**src/rtl/joy_pkg.sv**
```systemverilog
// joy_pkg: shared opposite-direction policy codes and direction bit indices
package joy_pkg;
    localparam logic [1:0] OPP_LAST    = 2'b00;
    localparam logic [1:0] OPP_NEUTRAL = 2'b01;
    localparam logic [1:0] OPP_FIRST   = 2'b10;
    localparam int B_U = 3;
    localparam int B_D = 2;
    localparam int B_L = 1;
    localparam int B_R = 0;
endpackage

```
**src/rtl/joy_axis.sv**
```systemverilog
// joy_axis: resolves one axis (pri wins ties: U or R) under the opposite-direction policy
module joy_axis
    import joy_pkg::*;
(
    input  logic       clk_sys,
    input  logic       reset,
    input  logic       pri,
    input  logic       sec,
    input  logic       pri_edge,
    input  logic       sec_edge,
    input  logic [1:0] opp_mode,
    output logic [1:0] res
);
    logic last, tie, last_n, tie_n, win_pri;
    logic [1:0] mode;
    always_comb begin
        mode    = opp_mode == 2'b11 ? OPP_LAST : opp_mode;
        last_n  = pri_edge ? 1'b1 : sec_edge ? 1'b0 : last;
        tie_n   = (pri_edge | sec_edge) ? (pri_edge & sec_edge) : tie;
        win_pri = mode == OPP_FIRST ? (tie_n | ~last_n) : last_n;
        res     = !(pri & sec) ? {pri, sec} : mode == OPP_NEUTRAL ? 2'b00 : {win_pri, ~win_pri};
    end
    always_ff @(posedge clk_sys) begin
        if (reset) begin
            last <= 1'b0;
            tie  <= 1'b0;
        end else begin
            last <= last_n;
            tie  <= tie_n;
        end
    end
endmodule

```
**src/rtl/joy_dir_resolver.sv**
```systemverilog
// joy_dir_resolver: per-player SOCD/four-way direction resolution with autofire
module joy_dir_resolver
    import joy_pkg::*;
#(
    parameter int NP      = 2,
    parameter int AF_HALF = 819200
) (
    input  logic            clk,
    input  logic            reset,
    input  logic [4*NP-1:0] joy_in,
    input  logic [NP-1:0]   fire_in,
    input  logic [1:0]      opp_mode,
    input  logic            four_way,
    input  logic [NP-1:0]   af_en,
    output logic [4*NP-1:0] joy_out,
    output logic [NP-1:0]   fire_out
);
    localparam int CW = $clog2(AF_HALF + 1);
    logic [4*NP-1:0] js1, js2, jedge, joy_nxt;
    logic [NP-1:0] fs1, fs2, fedge, fire_nxt, phase, phase_nxt, last_axis, la_nxt;
    logic [NP-1:0][CW-1:0] cnt, cnt_nxt;
    assign jedge = js1 & ~js2;
    assign fedge = fs1 & ~fs2;
    for (genvar p = 0; p < NP; p++) begin : g_pl
        logic [1:0] v, h;
        logic v_edge, h_edge, run, wrap;
        joy_axis u_v (
            .clk_sys(clk), .reset(reset),
            .pri(js1[4*p+B_U]), .sec(js1[4*p+B_D]),
            .pri_edge(jedge[4*p+B_U]), .sec_edge(jedge[4*p+B_D]),
            .opp_mode(opp_mode), .res(v)
        );
        joy_axis u_h (
            .clk_sys(clk), .reset(reset),
            .pri(js1[4*p+B_R]), .sec(js1[4*p+B_L]),
            .pri_edge(jedge[4*p+B_R]), .sec_edge(jedge[4*p+B_L]),
            .opp_mode(opp_mode), .res(h)
        );
        assign v_edge = jedge[4*p+B_U] | jedge[4*p+B_D];
        assign h_edge = jedge[4*p+B_R] | jedge[4*p+B_L];
        // last_axis: 0 = vertical, 1 = horizontal; a same-cycle press on both favours vertical
        assign la_nxt[p] = v_edge ? 1'b0 : h_edge ? 1'b1 : last_axis[p];
        assign joy_nxt[4*p+:4] = (four_way && |v && |h) ? (la_nxt[p] ? {2'b00, h[0], h[1]} : {v, 2'b00})
                                                        : {v, h[0], h[1]};
        assign run  = af_en[p] & fs1[p];
        assign wrap = cnt[p] == CW'(AF_HALF - 1);
        assign cnt_nxt[p]   = (!run || wrap) ? '0 : cnt[p] + 1'b1;
        assign phase_nxt[p] = run & (phase[p] ^ wrap);
        assign fire_nxt[p]  = af_en[p] ? fs1[p] & (fedge[p] | ~phase[p]) : fs1[p];
    end
    always_ff @(posedge clk) begin
        if (reset) begin
            js1       <= '0;
            js2       <= '0;
            fs1       <= '0;
            fs2       <= '0;
            joy_out   <= '0;
            fire_out  <= '0;
            last_axis <= '0;
            phase     <= '0;
            cnt       <= '0;
        end else begin
            js1       <= joy_in;
            js2       <= js1;
            fs1       <= fire_in;
            fs2       <= fs1;
            joy_out   <= joy_nxt;
            fire_out  <= fire_nxt;
            last_axis <= la_nxt;
            phase     <= phase_nxt;
            cnt       <= cnt_nxt;
        end
    end
endmodule

```
**config.mk**
```make
export PLATFORM = sky130hd
export DESIGN_NAME = joy_dir_resolver
export DESIGN_NICKNAME = d
export VERILOG_FILES = /design/src/rtl/joy_pkg.sv /design/src/rtl/joy_axis.sv /design/src/rtl/joy_dir_resolver.sv
export SDC_FILE = /design/constraint.sdc
export NUM_CORES = 1
export LEC_CHECK = 0
export CAP_MARGIN = 30
export CORE_MARGIN = 2
export CORE_UTILIZATION = 55
export CTS_CLUSTER_SIZE = 28
export DETAILED_ROUTE_END_ITERATION = 7
export DONT_BUFFER_PORTS = 1
export PLACE_DENSITY = 0.77
export REMOVE_ABC_BUFFERS = 1
export SLEW_MARGIN = 5
export SYNTH_ARGS = -nofsm -noshare
export SYNTH_HDL_FRONTEND = slang
export SYNTH_SLANG_ARGS = --single-unit
```
**constraint.sdc**
```tcl
create_clock -name clk -period 4.3 [get_ports clk]
set_input_delay 0.43 -clock clk [delete_from_list [all_inputs] [get_ports clk]]
set_output_delay 0.43 -clock clk [all_outputs]
set_load 0.1 [all_outputs]
```
==> summary.md <==
| Metric | Value |
|---|---|
| Average size of a mapped cell | a little under 9 um2 |
| #FFs+latches synth | 82 |
| Crit-path max FO | 16 |
| RSZ-0062 raised after global routing | no |
| Final setup TNS | 0 ns |
| Clock Tree Buf Depth | 2 |
| WP data arrival | roughly 2.6 ns |
| WP data required | between 4 and 5 ns |
| Hold wc startpoint | reset |
| CTS tree | done |
| DRT antenna net count | 0 |
| Crit path launch type | flip-flop |
| Pwr dens | 396 nW/um2 |
| Post-Syn Area | 3440 um2 |
| Via density | 5.67 |
| Num rows | 28 |
| Crit Path Category | reg2reg |
| EDFF count, synth | 0 |
| Worst IR Drop VDD | 0.198 mV |
| Global-route wire length before repair | 10,500 um |
| Port Buf Inserts | 0 |
| Worst path max stage delay | ~0.57 ns |
| Cts repair resizes | 0 |
| Hpwl dp | 4310 um |
| Die H | 83.1 um |
| Worst skew pair latency | between 0.3 and 0.4 ns |
| Setup ws final | a little under 2 ns |
| H-tree depth | 3 |
| Bufs and invs on worst path | 0 |
| # hold bufs at CTS | 0 |
| Post-synth cell types | 54 |
| GR Overflow Total | 0 |
| Setup crit end kind | flip-flop |
| Critical path cell sequence | ha_1 > nand4_1 > or4_4 > o21bai_2 > o21ba_2 |
| Root buf cell | clkbuf_8 |
| Die area | 6910 um2 |
| Worst slew pin tran | ~0.94 ns |
| Drt initial violations | 106 |
| Async S/R FF share, synth | 0% |
| Fin nets | 410 |
| Initial antenna violation count | 0 |
| Final WL | about 6200 um |
| Ranking of synthesized cells by area | dfxtp_1 (48%), xnor2_1 (5.6%), nor2b_1 (5.1%), nor2_1 (4.9%), a21oi_1 (3.1%) |
| Initial core utilization | 57.5% |
| Largest net degree at the start of global routing | 33 |
| # DRC | 0 |
| Clock sink total | 82 |
| Status | completed |
| GRT Total Usage | 18.3% |
| Yosys top cell area share | approximately 48% |
| Critical R2R Launch | cnt[20]$_SDFF_PP0_ |
| Synth area leader | dfxtp_1 |
| Dpl ws | 2.00 ns |
| DR WL/cell | 13.2 um |
| Maximum clock rate | roughly 430 MHz |
| Period minus WS final | 2.31 ns |
| Final setup viols | 0 |
| YS warnings | 0 |
| Filler Cell Count | 507 |
| Worst Skew | 0.00731 ns |
| Relative slew slack | 37.3% |
| Post-CTS Setup Inserts | 0 |
| Worst setup startpoint | cnt[20]$_SDFF_PP0_ |
| HP Class | in2reg |
| Core area | 5990 um2 |
| Clock buffer count from CTS | 9 |
| Vias in the first global route | 2,407 |
| Critical path's top delay family | simple AND/OR/NAND/NOR gates |
| Max-Cap Viols | 0 |
| Gp weighted congestion | between 0.8 and 0.9 |
| Final max-slew violation count | 0 |
| Ant diodes | 0 |
| Most frequent cells in the layout | dfxtp_1 (82), nor2_1 (45), nor2b_1 (28), nand2_1 (24), xnor2_1 (22) |
| Synth Flop Type | dfxtp_1 |
| Multi-input logic area | 1710 um2 |
| Reg clk slew, reported paths | 0.08 ns |
| Synth Instances | 388 |
| Die width | 83.1 um |
| Commonest non-fill, non-tap cell in the layout | dfxtp_1 |
| Static Leak | between 1 and 1.5 nW |
| Sequential share of the synthesized area | 47.7% |
| Final Hold Vio Count | 0 |
| Slowest CP cell | or4_4 |
| Routed vias | about 2.7k |
| Fin crit share | approximately 54% |
| Area grow syn2layout | 7.99% |
| DR pass1 iterations | 4 |
| Top-Level Pins | 27 |
| Reg area | between 1500 and 2000 um2 |
| Share of cells above drive strength 1 | under 10% |
==> cell usage after synthesis, types with 3 or more instances <==
| master | instances |
|---|---|
| a2111oi_0 | 3 |
| a21oi_1 | 21 |
| a31oi_1 | 4 |
| and2_1 | 6 |
| and3_1 | 4 |
| clkbuf_1 | 4 |
| dfxtp_1 | 82 |
| inv_1 | 15 |
| nand2_1 | 24 |
| nand2b_1 | 11 |
| nand3_1 | 19 |
| nand4_1 | 9 |
| nand4b_1 | 3 |
| nor2_1 | 45 |
| nor2b_1 | 28 |
| nor3_1 | 12 |
| nor4_1 | 6 |
| o21ai_0 | 14 |
| or3_1 | 8 |
| xnor2_1 | 22 |
| xor2_1 | 5 |
==> state kept, by name, indices dropped and copies added, names as in the netlist <==
name           count
cnt               40
fire_out           2
fs1                2
fs2                2
g_pl.u_h.last      2
g_pl.u_h.tie       2
g_pl.u_v.last      2
g_pl.u_v.tie       2
joy_out            8
js1                8
js2                8
last_axis          2
phase              2
==> final cells by class <==
type	count	area share [%]
multi-input combinational	283	46.0
inverter	15	1.51
clock buffer	9	3.33
clock inverter	7	2.52
tap	75	2.52
sequential	82	44.1
==> routing by layer <==
| layer | part of all wire (%) | global-route usage [%] | up-vias |
|---|---|---|---|
| li1 | - | - | 1370 |
| met1 | 49 | 22.9 | 1247 |
| met2 | 46 | 30.3 | 48 |
| met3 | 4.1 | 5.37 | 5 |
| met4 | 1.0 | 5.96 | 0 |
| met5 | 0 | 0 | - |
==> worst reg2reg max path: stages (launching register included) <==
cell and delay, ns:
dfxtp_1 0.42, ha_1 0.26, nand4_1 0.21, or4_4 0.57
o21bai_2 0.52, o21ba_2 0.24
==> where the power goes <==
group / internal, mW / leakage (nW) / switching, mW / total (mW)
sequential: 0.777 / 0.668 / 0.0406 / 0.817
clock: 0.326 / 0.105 / 0.272 / 0.598
combinational: 0.0247 / 0.406 / 0.0315 / 0.0562
==> cells by family (layout without fill, tap and decap cells) <==
| kind of cell | count (synthesis) | in the layout | share of synthesized area [%] |
|---|---|---|---|
| AND/OR/NAND/NOR | 188 | 188 | 29.5 |
| adder cells (fa/ha/maj) | 2 | 2 | 0.726 |
| multiplexers | 1 | 1 | 0.291 |
| AO/OA/AOI/OAI | 65 | 65 | 12.3 |
| XOR/XNOR | 27 | 27 | 6.87 |
| buffers and inverters | 23 | 31 | 2.69 |
| flip-flops | 82 | 82 | 47.7 |
==> path summary, 6_finish.rpt <==
kind                            endpoint  slack [ns]  depth (start not counted)
hold reg to reg   fire_out[1]$_SDFF_PP0_        0.44                          1
hold / removal         js1[1]$_SDFF_PP0_        0.14                          1
setup / recovery      cnt[35]$_SDFF_PP0_        1.99                          5
setup reg to reg      cnt[35]$_SDFF_PP0_        1.99                          5
==> per-stage QoR <==
stage / total power [mW] / cells / utilization, % / hold slack, ns / cell area (um2)
final: 1.47 / 471 / 62.1 / 0.144 / 3720
after global routing: 1.53 / 471 / 62.1 / 0.124 / 3720
after CTS: 1.48 / 471 / 62.1 / 0.134 / 3720
after detailed placement: 0.891 / 455 / 58.5 / 0.424 / 3500
after global placement: 0.889 / 455 / 58.5 / 0.410 / 3500
after floorplan: 0.878 / 380 / - / 0.400 / 3410
(Power assumes the default switching activity.)
